--- src/rtl/feature_accumulator.sv ---
// Feature accumulator: counts edge and curve events from asynchronous pins
// over one frame. At frame end it holds the saturated counts for the
// perceptron behind a valid/ready handshake.
//
// state | meaning
// ------+------------------------------------------------------------
// IDLE  | waiting for frame_start; outputs keep last loaded values
// ACCUM | frame open, counting feature events (busy=1)
// DONE  | result presented, feat_valid=1 until consumed by feat_ready

module feature_accumulator #(
  parameter int EDGE_W      = 3,
  parameter int CURVE_W     = 4,
  parameter int SYNC_STAGES = 2   // must be at least 2
) (
  input  logic               clk,
  input  logic               rst_n,
  input  logic               ena,
  input  logic               frame_start,
  input  logic               frame_end,
  input  logic               feat_stb,
  input  logic               feat_type,
  output logic [EDGE_W-1:0]  edges,
  output logic [CURVE_W-1:0] curves,
  output logic               feat_valid,
  input  logic               feat_ready,
  output logic               overflow,
  output logic               busy
);

  typedef enum logic [1:0] {
    IDLE  = 2'd0,
    ACCUM = 2'd1,
    DONE  = 2'd2
  } state_t;

  localparam int NPIN = 4;  // {type, stb, end, start}
  localparam logic [EDGE_W-1:0]  EDGE_MAX  = '1;
  localparam logic [CURVE_W-1:0] CURVE_MAX = '1;

  // synchronizer chains and history flops for the event pins
  logic [SYNC_STAGES-1:0][NPIN-1:0] sync_q, sync_d;
  logic [2:0]                       hist_q, hist_d;
  logic [NPIN-1:0]                  synced;
  logic [2:0]                       evt;
  logic                             start_evt, end_evt, stb_evt, type_bit;

  // FSM, frame counters and output registers
  state_t               state_q, state_d;
  logic [EDGE_W-1:0]    edge_cnt_q, edge_cnt_d, edge_nxt;
  logic [CURVE_W-1:0]   curve_cnt_q, curve_cnt_d, curve_nxt;
  logic                 frame_ovf_q, frame_ovf_d, frame_ovf_nxt;
  logic [EDGE_W-1:0]    edges_q, edges_d;
  logic [CURVE_W-1:0]   curves_q, curves_d;
  logic                 overflow_q, overflow_d;
  logic                 valid_q, valid_d;
  logic                 busy_q, busy_d;

  // Shift pins through the synchronizer; history tracks the synced level.
  always_comb begin
    sync_d[0] = {feat_type, feat_stb, frame_end, frame_start};
    for (int i = 1; i < SYNC_STAGES; i++) begin
      sync_d[i] = sync_q[i-1];
    end
    hist_d = sync_q[SYNC_STAGES-1][2:0];
  end

  // Synchronizer and history flops run independently of ena.
  always_ff @(posedge clk or negedge rst_n) begin
    if (!rst_n) begin
      sync_q <= '0;
      hist_q <= '0;
    end else begin
      sync_q <= sync_d;
      hist_q <= hist_d;
    end
  end

  assign synced    = sync_q[SYNC_STAGES-1];
  assign evt       = synced[2:0] & ~hist_q;
  assign start_evt = evt[0] & ena;
  assign end_evt   = evt[1] & ena;
  assign stb_evt   = evt[2] & ena;
  assign type_bit  = synced[3];

  // Saturating count update for a strobe in the current cycle.
  always_comb begin
    edge_nxt      = edge_cnt_q;
    curve_nxt     = curve_cnt_q;
    frame_ovf_nxt = frame_ovf_q;
    if (stb_evt) begin
      if (!type_bit) begin
        if (edge_cnt_q == EDGE_MAX) frame_ovf_nxt = 1'b1;
        else                        edge_nxt      = edge_cnt_q + EDGE_W'(1);
      end else begin
        if (curve_cnt_q == CURVE_MAX) frame_ovf_nxt = 1'b1;
        else                          curve_nxt     = curve_cnt_q + CURVE_W'(1);
      end
    end
  end

  // Next-state and output-register logic; ena=0 holds everything.
  always_comb begin
    state_d     = state_q;
    edge_cnt_d  = edge_cnt_q;
    curve_cnt_d = curve_cnt_q;
    frame_ovf_d = frame_ovf_q;
    edges_d     = edges_q;
    curves_d    = curves_q;
    overflow_d  = overflow_q;
    valid_d     = valid_q;
    if (ena) begin
      case (state_q)
        IDLE: begin
          if (start_evt) begin
            state_d     = ACCUM;
            edge_cnt_d  = '0;
            curve_cnt_d = '0;
            frame_ovf_d = 1'b0;
          end
        end
        ACCUM: begin
          // frame_end beats a simultaneous frame_start; a strobe in the
          // closing cycle is still included in the result.
          if (end_evt) begin
            edges_d     = edge_nxt;
            curves_d    = curve_nxt;
            overflow_d  = frame_ovf_nxt;
            valid_d     = 1'b1;
            state_d     = DONE;
          end else if (start_evt) begin
            edge_cnt_d  = '0;
            curve_cnt_d = '0;
            frame_ovf_d = 1'b0;
          end else begin
            edge_cnt_d  = edge_nxt;
            curve_cnt_d = curve_nxt;
            frame_ovf_d = frame_ovf_nxt;
          end
        end
        DONE: begin
          if (valid_q && feat_ready) begin
            valid_d = 1'b0;
            state_d = IDLE;
          end
        end
        default: begin
          state_d = IDLE;
          valid_d = 1'b0;
        end
      endcase
    end
    busy_d = (state_d == ACCUM);
  end

  // FSM and datapath registers.
  always_ff @(posedge clk or negedge rst_n) begin
    if (!rst_n) begin
      state_q     <= IDLE;
      edge_cnt_q  <= '0;
      curve_cnt_q <= '0;
      frame_ovf_q <= 1'b0;
      edges_q     <= '0;
      curves_q    <= '0;
      overflow_q  <= 1'b0;
      valid_q     <= 1'b0;
      busy_q      <= 1'b0;
    end else begin
      state_q     <= state_d;
      edge_cnt_q  <= edge_cnt_d;
      curve_cnt_q <= curve_cnt_d;
      frame_ovf_q <= frame_ovf_d;
      edges_q     <= edges_d;
      curves_q    <= curves_d;
      overflow_q  <= overflow_d;
      valid_q     <= valid_d;
      busy_q      <= busy_d;
    end
  end

  assign edges      = edges_q;
  assign curves     = curves_q;
  assign overflow   = overflow_q;
  assign feat_valid = valid_q;
  assign busy       = busy_q;

endmodule

--- config.mk ---
export PLATFORM = sky130hd
export DESIGN_NAME = feature_accumulator
export DESIGN_NICKNAME = d
export VERILOG_FILES = /design/src/rtl/feature_accumulator.sv
export SDC_FILE = /design/constraint.sdc
export NUM_CORES = 1
export LEC_CHECK = 0
export CAP_MARGIN = 20
export CORE_ASPECT_RATIO = 0.6
export CORE_MARGIN = 2
export CORE_UTILIZATION = 25
export DETAILED_ROUTE_END_ITERATION = 10
export GPL_ROUTABILITY_DRIVEN = 0
export HOLD_SLACK_MARGIN = 0.06
export PLACE_DENSITY = 0.54
export REMOVE_ABC_BUFFERS = 1
export SLEW_MARGIN = 20
export SYNTH_ARGS = -nofsm -noshare
export SYNTH_HDL_FRONTEND = slang
export SYNTH_SLANG_ARGS = --single-unit
--- constraint.sdc ---
create_clock -name clk -period 2.6 [get_ports clk]
set_clock_uncertainty 0.2 [all_clocks]
set_input_delay 0.52 -clock clk [delete_from_list [all_inputs] [get_ports clk]]
set_output_delay 0.52 -clock clk [all_outputs]
set_load 0.01 [all_outputs]
* Word level (Yosys, flattened, before mapping)
Cells that the tools add are included.
W data, S select, Z words.
** Word-level totals
- Flip-flop bits (word level) :: 31
- Input bits :: 8
- Output and inout port bits :: 10
- Logic and storage cells :: 65
** Operators by class
- Add/subtract/negate cells :: 2
- Equality and inequality tests :: 9
- Mux-type cells :: 30
- Bitwise gates (word level) :: 6
- Reduce and logical (&&, ||, !) cells :: 6
** Operators with widths (count)
- $mux W4 :: 6
- $mux W3 :: 6
- $mux W1 :: 9
- $mux W2 :: 4
- $ne A2 B2 Y1 const B :: 4
- $pmux W4 S2 :: 1
- $reduce_and A4 Y1 :: 2
- $pmux W2 S3 :: 1
- $pmux W3 S2 :: 1
- $add A4 B1 Y4 const B :: 1
- $eq A2 B1 Y1 const B :: 2
- $eq A4 B4 Y1 const B :: 1
- $add A3 B1 Y3 const B :: 1
- $and A1 B1 Y1 :: 3
- $and A3 B3 Y3 :: 1
- $eq A3 B3 Y1 const B :: 1
- $not A3 Y3 :: 1
- $pmux W1 S3 :: 1
- $reduce_and A3 Y1 :: 1
- $eq A2 B2 Y1 const B :: 1
- $logic_not A2 Y1 :: 1
- $pmux W1 S2 :: 1
- $reduce_bool A2 Y1 :: 1
- $logic_and A1 B1 Y1 :: 1
- $not A1 Y1 :: 1

* Depth between registers and ports, before layout
Gate-level depths: netlist (run 1).
- Depth in word-level cells :: 7
- Mapped depth :: 6
- Gate-level depth less buffers :: 5

* Worst setup path before layout (run 1)
No wires, ideal clock.
- Path kind :: input to register
- Start :: in ena
- End :: reg curve_cnt_q[0]
- Setup time :: 0.074 ns
- Arrival :: 1.361 ns
- Data required time :: 2.326 ns
- Setup slack :: 0.965 ns
- Stages on the path :: 5
- Buffers on the path :: 1
- Cell sequence :: buf_6 and4b_4 nand2_4 or3_1 o21ai_2
** Between the ends
- Word-level cells in the longest chain between the ends :: 5
- Elaborated cells on any way between the ends :: 10
- Classes of those cells :: eq/ne (2); mux (4); bitwise (3); reduce/logical (1)
** RTL lines
- start, declared :: line 18 : input logic ena,
- $and A1 B1 Y1 :: line 83 : assign stb_evt = evt[2] & ena;
- $mux W4 :: line 91 : if (stb_evt) begin
- $mux W4 :: line 131 : end else if (start_evt) begin
- $mux W4 :: line 125 : if (end_evt) begin
- $pmux W4 S2 :: line 113 : case (state_q)
- end signal, assigned :: line 171 : curve_cnt_q <= curve_cnt_d;
- end, declared :: line 51 : logic [CURVE_W-1:0] curve_cnt_q, curve_cnt_d, curve_nxt;
Several ways; a longest one is shown, not always the timed one. The select of a mux whose other input is x is not followed.
A chain may end at the register's enable or synchronous reset.

* Worst setup path in the final report (run 1)
- Start :: in ena
- End :: reg edge_cnt_q[0]
** Between the ends
- Word-level cells in the longest chain between the ends :: 5
- Elaborated cells on any way between the ends :: 10
- Classes of those cells :: eq/ne (2); mux (4); bitwise (3); reduce/logical (1)
** RTL lines
- $and A1 B1 Y1 :: line 83
- $mux W3 :: line 91
- $mux W3 :: line 131
- $mux W3 :: line 125
- $pmux W3 S2 :: line 113
- end signal, assigned :: line 170 : edge_cnt_q <= edge_cnt_d;
- end, declared :: line 50 : logic [EDGE_W-1:0] edge_cnt_q, edge_cnt_d, edge_nxt;
Several ways; a longest one is shown, not always the timed one. The select of a mux whose other input is x is not followed.

==> impl_metrics.json, run 1 <==
{
  "outcome": "complete, no violations",
  "hold_ws_ns": 0.151,
  "pin_count": 18,
  "routedWlPerCell_um": 13.2,
  "synth_cells": 119,
  "setup_viol": 0,
  "start_util_pct": 26.4,
  "dp_hpwl_um": 1930,
  "die_w_um": 99.2,
  "cts_tree": "yes",
  "worstMarginPinSlew_ns": 0.447,
  "path_cells": "clkdlybuf4s50_1 -> nor2b_4 -> nand4_2 -> or3_1 -> o21ai_0",
  "grt_util_all_layers_pct": 10.7,
  "yosys_warnings": 0,
  "coreArea_mm2": 0.00515,
  "antenna_found_initial": 0,
  "synth_top_area_share_pct": 57.1,
  "synth_cell_types": 34,
  "num_rows": 20,
  "grt_pass1_vias": 933,
  "r2r-start": "curve_cnt_q[0]$_DFFE_PN0P_",
  "cp.required_ns": 2.60,
  "p_per_area_mw_per_mm2": 710,
  "cts.sinks": 31,
  "hold_class": "reg -> reg",
  "synth_ff_type": "dfrtp_1",
  "routed_wirelength_um": 2710,
  "grt_pass1_wl_um": 4690,
  "startpoint": "ena",
  "nets": 151,
  "post-cts-setup-buffers": 0,
  "setup-tns-final_ns": 0,
  "grt_max_degree": 32,
  "clk_pin_slew_ns": 0.06,
  "avgSynthCellArea_um2": 11.4,
  "cts_buffers": 5,
  "placed_cell_area_mm2": 0.00160,
  "critPathLaunchType": "primary input",
  "cts_root_buffer": "clkbuf_8",
  "ys_seq_elements": 31,
  "synthArstFlopShare_pct": 100,
  "period_minus_slack_ns": 2.08,
  "clockBufferDepth": 2,
  "slew_violations": 0,
  "slowest_delay_ns": 0.67,
  "fp.dieH_um": 61.1,
  "power_leakage_nw": 0.707,
  "via_per_inst": 4.55,
  "via_count": 938,
  "crit_path_top_delay_cell": "clkdlybuf4s50_1",
  "hold_buffers": 0,
  "critical_path_class": "in -> reg",
  "die-area_mm2": 0.00606,
  "final_cell_area_mm2": 0.00167,
  "yosys.area.top_type": "dfrtp_1",
  "dr.pass1.iters": 4,
  "grt-ovfl-total": 0,
  "fmaxAchievable_mhz": 481,
  "final_util_pct": 32.4,
  "diodes": 0,
  "instances_no_fill": 206,
  "cts-resized-gates": 0,
  "relSlewSlack_pct": 70.2,
  "maxCapViolCount": 0,
  "drc": 0,
  "critPathCaptureType": "register",
  "insertion_delay_ns": 0.28,
  "drive_gt1_share_pct": 12.9,
  "crit_end": "edge_cnt_q[0]$_DFFE_PN0P_",
  "yosysSeqAreaShare_pct": 57.1,
  "netlist_area_mm2": 0.00136,
  "reg2reg_depth": 5,
  "dr.first_iter.drc_count": 75,
  "ir_drop_mv": 0.299,
  "io_buffers": 17,
  "path_max_fanout": 10,
  "ant_nets": 0,
  "period_share_pct": 79.9,
  "hold_viol_final": 0,
  "synth_top_cells_by_area": "dfrtp_1, o21ai_0, mux2i_1",
  "cp.arrival_ns": 2.08,
  "synthTopCellsByCount": "dfrtp_1, o21ai_0, nand2_1",
  "synth_edf_count": 0,
  "yosysMostFrequentCell": "dfrtp_1",
  "rr_endpoint": "overflow$_DFFE_PN0P_",
  "area_growth_syn_to_layout_pct": 22.9,
  "ff2ff_setup_slack_ns": 0.90,
  "dpl.cell_count": 200,
  "cts-htree-levels": 2,
  "rsz0062_at_grt": "no"
}
==> how the worst min path moves through the flow <==
stage	cells past startpoint	start	to	slack (ns)
6_report	0	sync_d[5]$_DFF_PN0_	synced[1]$_DFF_PN0_	0.15
5_1_grt	0	sync_d[6]$_DFF_PN0_	synced[2]$_DFF_PN0_	0.17
4_1_cts	0	sync_d[5]$_DFF_PN0_	synced[1]$_DFF_PN0_	0.15
3_5_place_dp	0	sync_d[5]$_DFF_PN0_	synced[1]$_DFF_PN0_	0.14
3_3_place_gp	0	sync_d[5]$_DFF_PN0_	synced[1]$_DFF_PN0_	0.13
2_1_floorplan	0	rst_n	busy$_DFF_PN0_	0.02
==> cells in the final DEF, fill, tap and decap left out, types with 3 or more instances in the layout <==
master,netlist,final
o21ai_0,17,17
mux2i_1,5,5
nand2_1,12,12
clkdlybuf4s50_1,0,17
dfrtp_1,31,31
clkbuf_8,0,5
inv_1,7,7
nor2_1,3,3
a21oi_1,8,8
nand2b_1,3,3
==> through the flow <==
stage          worst slack, ns  power (mW)
2_1_floorplan             1.07       0.722
6_report                 0.522        1.19
3_3_place_gp             0.300       0.847
5_1_grt                  0.372        1.26
4_1_cts                  0.507        1.20
3_5_place_dp             0.230       0.853
==> flip-flops by register name, indices dropped and copies added (netlist names), 2 cells and up <==
signal and count:
synced 4, edge_cnt_q 3, hist_q 3, sync_d 4
state_q 2, curves 4, curve_cnt_q 4, edges 3
==> worst max-delay path, delay by kind of cell <==
kind / cells / cell delay (ns)
and+or+nand+nor: 3 / 0.82
buffers and inverters: 1 / 0.67
AOI/OAI and AO/OA: 1 / 0.08
==> cells by family after synthesis <==
group,count (synthesis),share of synthesized area (%)
xor gates and xnor gates,2,1.29
buffers and inverters,10,3.50
and+or+nand+nor,35,17.8
AOI/OAI and AO/OA,34,14.8
muxes,5,3.68
adders and majority gates,2,1.84
DFF,31,57.1
==> where the power goes <==
part	switching, mW	total, mW	internal (mW)
clock	0.165	0.343	0.178
sequential	0.0562	0.598	0.542
combinational	0.121	0.246	0.125
==> layout make-up <==
class | count | area (um2)
clock buffers | 6 | 72.6
fillers | 519 | 3480
inverters | 7 | 26.3
multi-input cells | 78 | 536
flip-flops and latches | 31 | 776
well taps | 66 | 82.6
repair buffers | 18 | 178
==> metal layers <==
layer / share of wire [%] / global-route usage (%)
met1: 52 / 14.9
met2: 39 / 14.0
met3: 7.0 / 4.09
met4: 1.9 / 6.46
met5: 0 / 0
Note: power is estimated with default switching activity, not from simulation.
==> run 2: changes to the inputs <==
==> constraint.sdc (replaced) <==
create_clock -name clk -period 2.1 [get_ports clk]
set_clock_uncertainty 0.2 [all_clocks]
set_input_delay 0.42 -clock clk [delete_from_list [all_inputs] [get_ports clk]]
set_output_delay 0.42 -clock clk [all_outputs]
set_load 0.01 [all_outputs]
==> run 2 against run 1 <==
Clock power is 51% higher. Via count grew 1.8%. Register-to-register slack worse by 0.52 ns. Critical path depth shrank 4. Total power rose by 33%. Sequential share of layout area down 2.0 points. Core utilization grew 1.4 points. Worst hold slack got worse by 0.0038 ns. Setup slack worse by 0.27 ns. Cell count rose by 2.9%. Sequential cell count unchanged. Final area is 4.4% higher. Largest cell class unchanged. Largest power group unchanged.
==> impl_metrics.json, run 2 (same netlist as run 1, synthesis figures left out) <==
{
  "outcome": "complete, no violations",
  "cp.arrival_ns": 1.23,
  "path_max_fanout": 4,
  "nFillCells": 526,
  "reg2reg_depth": 4,
  "hold_path_depth": 0,
  "rsz0062_at_grt": "no",
  "dr.pass1.iters": 4,
  "nets": 155,
  "grt_pass1_vias": 965,
  "r2r-start": "state_q[0]$_DFF_PN0_",
  "grt_pass1_wl_um": 4640,
  "slew_violations": 0,
  "via_per_inst": 4.50,
  "period_share_pct": 87.9,
  "finalPower_mw": 1.58,
  "relSlewSlack_pct": 71.5,
  "placed_cell_area_mm2": 0.00164,
  "critPathLaunchType": "register",
  "coreArea_mm2": 0.00515,
  "cts_tree": "yes",
  "die_w_um": 99.2,
  "post-cts-setup-buffers": 0,
  "cp_num_cells": 1,
  "drc": 0,
  "startpoint": "feat_valid$_DFFE_PN0P_",
  "grt-ovfl-total": 0,
  "start_util_pct": 26.4,
  "num_rows": 20,
  "crit_path_top_delay_cell": "clkdlybuf4s50_1",
  "fmaxAchievable_mhz": 541,
  "seq_area_um2": 776,
  "instances_no_fill": 212,
  "slowest_delay_ns": 0.56,
  "via_count": 955,
  "maxCapViolCount": 0,
  "multiInputGateArea_um2": 536,
  "clk_pin_slew_ns": 0.06,
  "hold_viol_final": 0,
  "grt_max_degree": 32,
  "routed_wirelength_um": 2670,
  "p_per_area_mw_per_mm2": 907,
  "pin_count": 18,
  "layout_commonest_cell": "dfrtp_1",
  "period_minus_slack_ns": 1.85,
  "die-area_mm2": 0.00606,
  "dr.first_iter.drc_count": 39,
  "clockBufferDepth": 2,
  "drive_gt1_share_pct": 17.1,
  "dp_hpwl_um": 1950,
  "cts.sinks": 31,
  "hold_buffers": 0,
  "crit_buf_inv": 1,
  "ir_drop_mv": 0.407,
  "cp.required_ns": 1.48,
  "fp.dieH_um": 61.1,
  "hold_path_startpoint": "sync_d[4]$_DFF_PN0_",
  "area_growth_syn_to_layout_pct": 28.4,
  "dpl.cell_count": 204,
  "antenna_found_initial": 0,
  "ant_nets": 0,
  "io_buffers": 17,
  "power_leakage_nw": 0.745,
  "cts_root_buffer": "clkbuf_8",
  "hold_class": "reg -> reg",
  "diodes": 0,
  "critPathCaptureType": "primary output",
  "cts_buffers": 5,
  "routedWlPerCell_um": 12.6,
  "worstMarginPinSlew_ns": 0.427,
  "insertion_delay_ns": 0.28,
  "setup-tns-final_ns": 0,
  "crit_family": "buffers and inverters",
  "path_cells": "clkdlybuf4s50_1",
  "final_cell_mix": "dfrtp_1, o21ai_0, clkdlybuf4s50_1, nand2_1, a21oi_1",
  "grt_util_all_layers_pct": 10.2,
  "cts-htree-levels": 2,
  "cts-resized-gates": 0,
  "critical_path_class": "reg -> out",
  "setup_viol": 0,
  "final_cell_area_mm2": 0.00174
}
[run 2: changes by cell type in the layout (fill, tap and decap cells not counted), sizes merged]
cell | previous run | this run
buf | 1 | 5
clkbuf | 6 | 7
clkinvlp | 0 | 1
[run 2: final cells by class]
| class | count | share of cell area, % |
|---|---|---|
| clock buffers | 7 | 5.52 |
| flip-flops and latches | 31 | 44.5 |
| multi-input cells | 78 | 30.7 |
| inverters | 7 | 1.51 |
| clock inverters | 1 | 0.430 |
| repair buffers | 22 | 12.6 |
| well taps | 66 | 4.73 |
[run 2: power by group]
| group | leakage [nW] | total, mW | switching (mW) | internal (mW) |
|---|---|---|---|---|
| Sequential | 0.397 | 0.740 | 0.0697 | 0.670 |
| Clock | 0.0505 | 0.518 | 0.221 | 0.298 |
| Combinational | 0.297 | 0.323 | 0.155 | 0.168 |
| Total | 0.745 | 1.58 | 0.446 | 1.14 |
[run 2: path summary, 6_finish.rpt]
| path | endpoint | slack [ns] |
|---|---|---|
| max | feat_valid | 0.25 |
| min | synced[0]$_DFF_PN0_ | 0.15 |
| max reg2reg | edge_cnt_q[0]$_DFFE_PN0P_ | 0.38 |
| min reg2reg | synced[0]$_DFF_PN0_ | 0.15 |
| max in group asynchronous | busy$_DFF_PN0_ | 1.08 |
| min in group asynchronous | sync_d[6]$_DFF_PN0_ | 0.33 |
[run 2: layer usage]
| layer | wire, um | share of wire, % | GRT usage (%) | vias up |
|---|---|---|---|---|
| met5 | 0 | 0 | 0 | - |
| met4 | 14 | 0.52 | 3.52 | 0 |
| met3 | 125 | 4.7 | 3.41 | 3 |
| met2 | 1070 | 40 | 14.7 | 17 |
| met1 | 1460 | 55 | 14.4 | 463 |
| li1 | - | - | - | 472 |
[run 2: worst reg2reg max path, stage by stage, from the launching register on]
cell,delay (ns)
dfrtp_1,0.50
nor3b_2,0.28
a21oi_1,0.15
a211oi_1,0.35
o21ai_0,0.13
[run 2: through the flow]
stage	util (%)	hold WS [ns]	setup WS [ns]
floorplan	-	-0.0756	0.595
global placement	31.8	0.133	0.0138
detailed placement	31.8	0.136	-0.0340
CTS	33.8	0.149	0.231
global route	33.8	0.169	0.185
finish	33.8	0.147	0.253
==> run 3: changes to the inputs <==
--- a/config.mk
+++ b/config.mk
@@ -6,13 +6,15 @@
 export NUM_CORES = 1
 export LEC_CHECK = 0
 export CAP_MARGIN = 20
+export CELL_PAD_IN_SITES_DETAIL_PLACEMENT = 0
+export CELL_PAD_IN_SITES_GLOBAL_PLACEMENT = 1
 export CORE_ASPECT_RATIO = 0.6
 export CORE_MARGIN = 2
 export CORE_UTILIZATION = 25
 export DETAILED_ROUTE_END_ITERATION = 10
 export GPL_ROUTABILITY_DRIVEN = 0
 export HOLD_SLACK_MARGIN = 0.06
-export PLACE_DENSITY = 0.54
+export PLACE_DENSITY = 0.61
 export REMOVE_ABC_BUFFERS = 1
 export SLEW_MARGIN = 20
 export SYNTH_ARGS = -nofsm -noshare
==> constraint.sdc (replaced) <==
create_clock -name clk -period 1.8 [get_ports clk]
set_clock_uncertainty 0.2 [all_clocks]
set_input_delay 0.36 -clock clk [delete_from_list [all_inputs] [get_ports clk]]
set_output_delay 0.36 -clock clk [all_outputs]
set_load 0.01 [all_outputs]
==> run 3 against run 2 <==
Sequential share of layout area is 0.85 points lower. Via count up 1.2%. Largest cell class unchanged. Core utilization up 0.66 points. Combinational power up 25%. Register-to-register slack got worse by 0.25 ns. Clock-buffer cell count increased by 1. First-iteration DRC count decreased by 18%.
==> impl_metrics.json, run 3 (same netlist as run 1, synthesis figures left out) <==
{
  "routedWlPerCell_um": 12.4,
  "path_cells": "clkdlybuf4s50_1",
  "start_util_pct": 26.4,
  "die-area_mm2": 0.00606,
  "finalPower_mw": 1.85,
  "nFillCells": 515,
  "critPathCaptureType": "primary output",
  "cts-htree-levels": 2,
  "relSlewSlack_pct": 68.4,
  "slew_violations": 0,
  "final_cell_mix": "dfrtp_1, o21ai_0, clkdlybuf4s50_1, nand2_1",
  "power_leakage_nw": 0.774,
  "crit_path_top_delay_cell": "clkdlybuf4s50_1",
  "dr.first_iter.drc_count": 32,
  "hold_buffers": 0,
  "coreArea_mm2": 0.00515,
  "cts_buffers": 5,
  "grt_pass1_wl_um": 4800,
  "die_w_um": 99.2,
  "hold_viol_final": 0,
  "outcome": "complete, no violations",
  "multiInputGateArea_um2": 541,
  "critical_path_class": "reg -> out",
  "final_cell_area_mm2": 0.00178,
  "cp.arrival_ns": 1.18,
  "period_share_pct": 96.6,
  "fmaxAchievable_mhz": 575,
  "fp.dieH_um": 61.1,
  "worstMarginPinSlew_ns": 0.474,
  "use_met2_pct": 14.2,
  "ant_nets": 0,
  "routed_wirelength_um": 2690,
  "area_growth_syn_to_layout_pct": 30.8,
  "ir_drop_mv": 0.392,
  "cts.sinks": 31,
  "fin_ws_ns": 0.0610,
  "drc": 0,
  "slowest_delay_ns": 0.54,
  "p_per_area_mw_per_mm2": 1040,
  "maxCapViolCount": 0,
  "drive_gt1_share_pct": 19.3,
  "period_minus_slack_ns": 1.74,
  "crit_family": "buffers and inverters",
  "hold_class": "reg -> reg",
  "clk_pin_slew_ns": 0.06,
  "placed_cell_area_mm2": 0.00166,
  "antenna_found_initial": 0,
  "grt-ovfl-total": 0,
  "diodes": 0,
  "grt_pass1_vias": 935,
  "clockBufferDepth": 2,
  "rsz0062_at_grt": "no",
  "insertion_delay_ns": 0.28,
  "dr.pass1.iters": 4,
  "critPathLaunchType": "register",
  "setup_viol": 0,
  "grt_util_all_layers_pct": 10.6,
  "top_usage_layer": "met1",
  "crit_buf_inv": 1,
  "layout_commonest_cell": "dfrtp_1",
  "use_met1_pct": 15.0,
  "io_buffers": 17,
  "pin_count": 18,
  "cts_root_buffer": "clkbuf_8",
  "cp.required_ns": 1.24,
  "grt_max_degree": 32,
  "seq_area_um2": 776,
  "via_count": 966,
  "num_rows": 20,
  "cts_tree": "yes",
  "nets": 159,
  "via_per_inst": 4.47,
  "dp_slack_ns": -0.240,
  "grt_use_met3_pct": 4.54,
  "dp_hpwl_um": 2000,
  "path_max_fanout": 2
}
==> run 3: worst paths after layout <==
kind,from,end,slack [ns],cells past startpoint
max in group asynchronous,rst_n,hist_q[0]$_DFF_PN0_,0.85,2
min in group asynchronous,rst_n,sync_d[6]$_DFF_PN0_,0.27,2
min reg2reg,sync_d[4]$_DFF_PN0_,synced[0]$_DFF_PN0_,0.15,0
max reg2reg,curve_cnt_q[0]$_DFFE_PN0P_,overflow$_DFFE_PN0P_,0.13,5
min,sync_d[4]$_DFF_PN0_,synced[0]$_DFF_PN0_,0.15,0
max,edges[2]$_DFFE_PN0P_,edges[2],0.06,1
==> run 3: final cells by class <==
cell class	count	share of cell area [%]
inverters	7	1.48
flip-flops and latches	31	43.6
clock buffers	8	5.63
repair buffers	26	14.2
multi-input cells	78	30.4
well taps	66	4.64
==> run 3: per-layer routing <==
| metal | up-vias | part of all wire (%) |
|---|---|---|
| li1 | 482 | - |
| met5 | - | 0 |
| met1 | 459 | 55 |
| met4 | 0 | 1.5 |
| met2 | 20 | 38 |
| met3 | 5 | 5.5 |
==> run 3: repair_timing <==
item | 4_1_cts | 5_1_grt
gates resized for setup | 0 | 2
setup endpoints to repair | 0 | 5
setup buffers | 0 | 1
==> run 3: metrics by stage <==
step	util (%)	cells	TNS, ns	hold WS (ns)
floorplan	-	116	0	-0.136
CTS	34.2	215	0	0.155
detailed placement	32.3	207	-2.86	0.141
global route	34.5	216	0	0.167
finish	34.5	216	0	0.150
global placement	32.3	207	-2.58	0.134
==> run 3: power by group <==
part,total [mW],leakage (nW),internal [mW],switching [mW]
Clock,0.599,0.0515,0.348,0.250
Sequential,0.851,0.397,0.783,0.0685
Combinational,0.404,0.326,0.211,0.193
Total,1.85,0.774,1.34,0.512
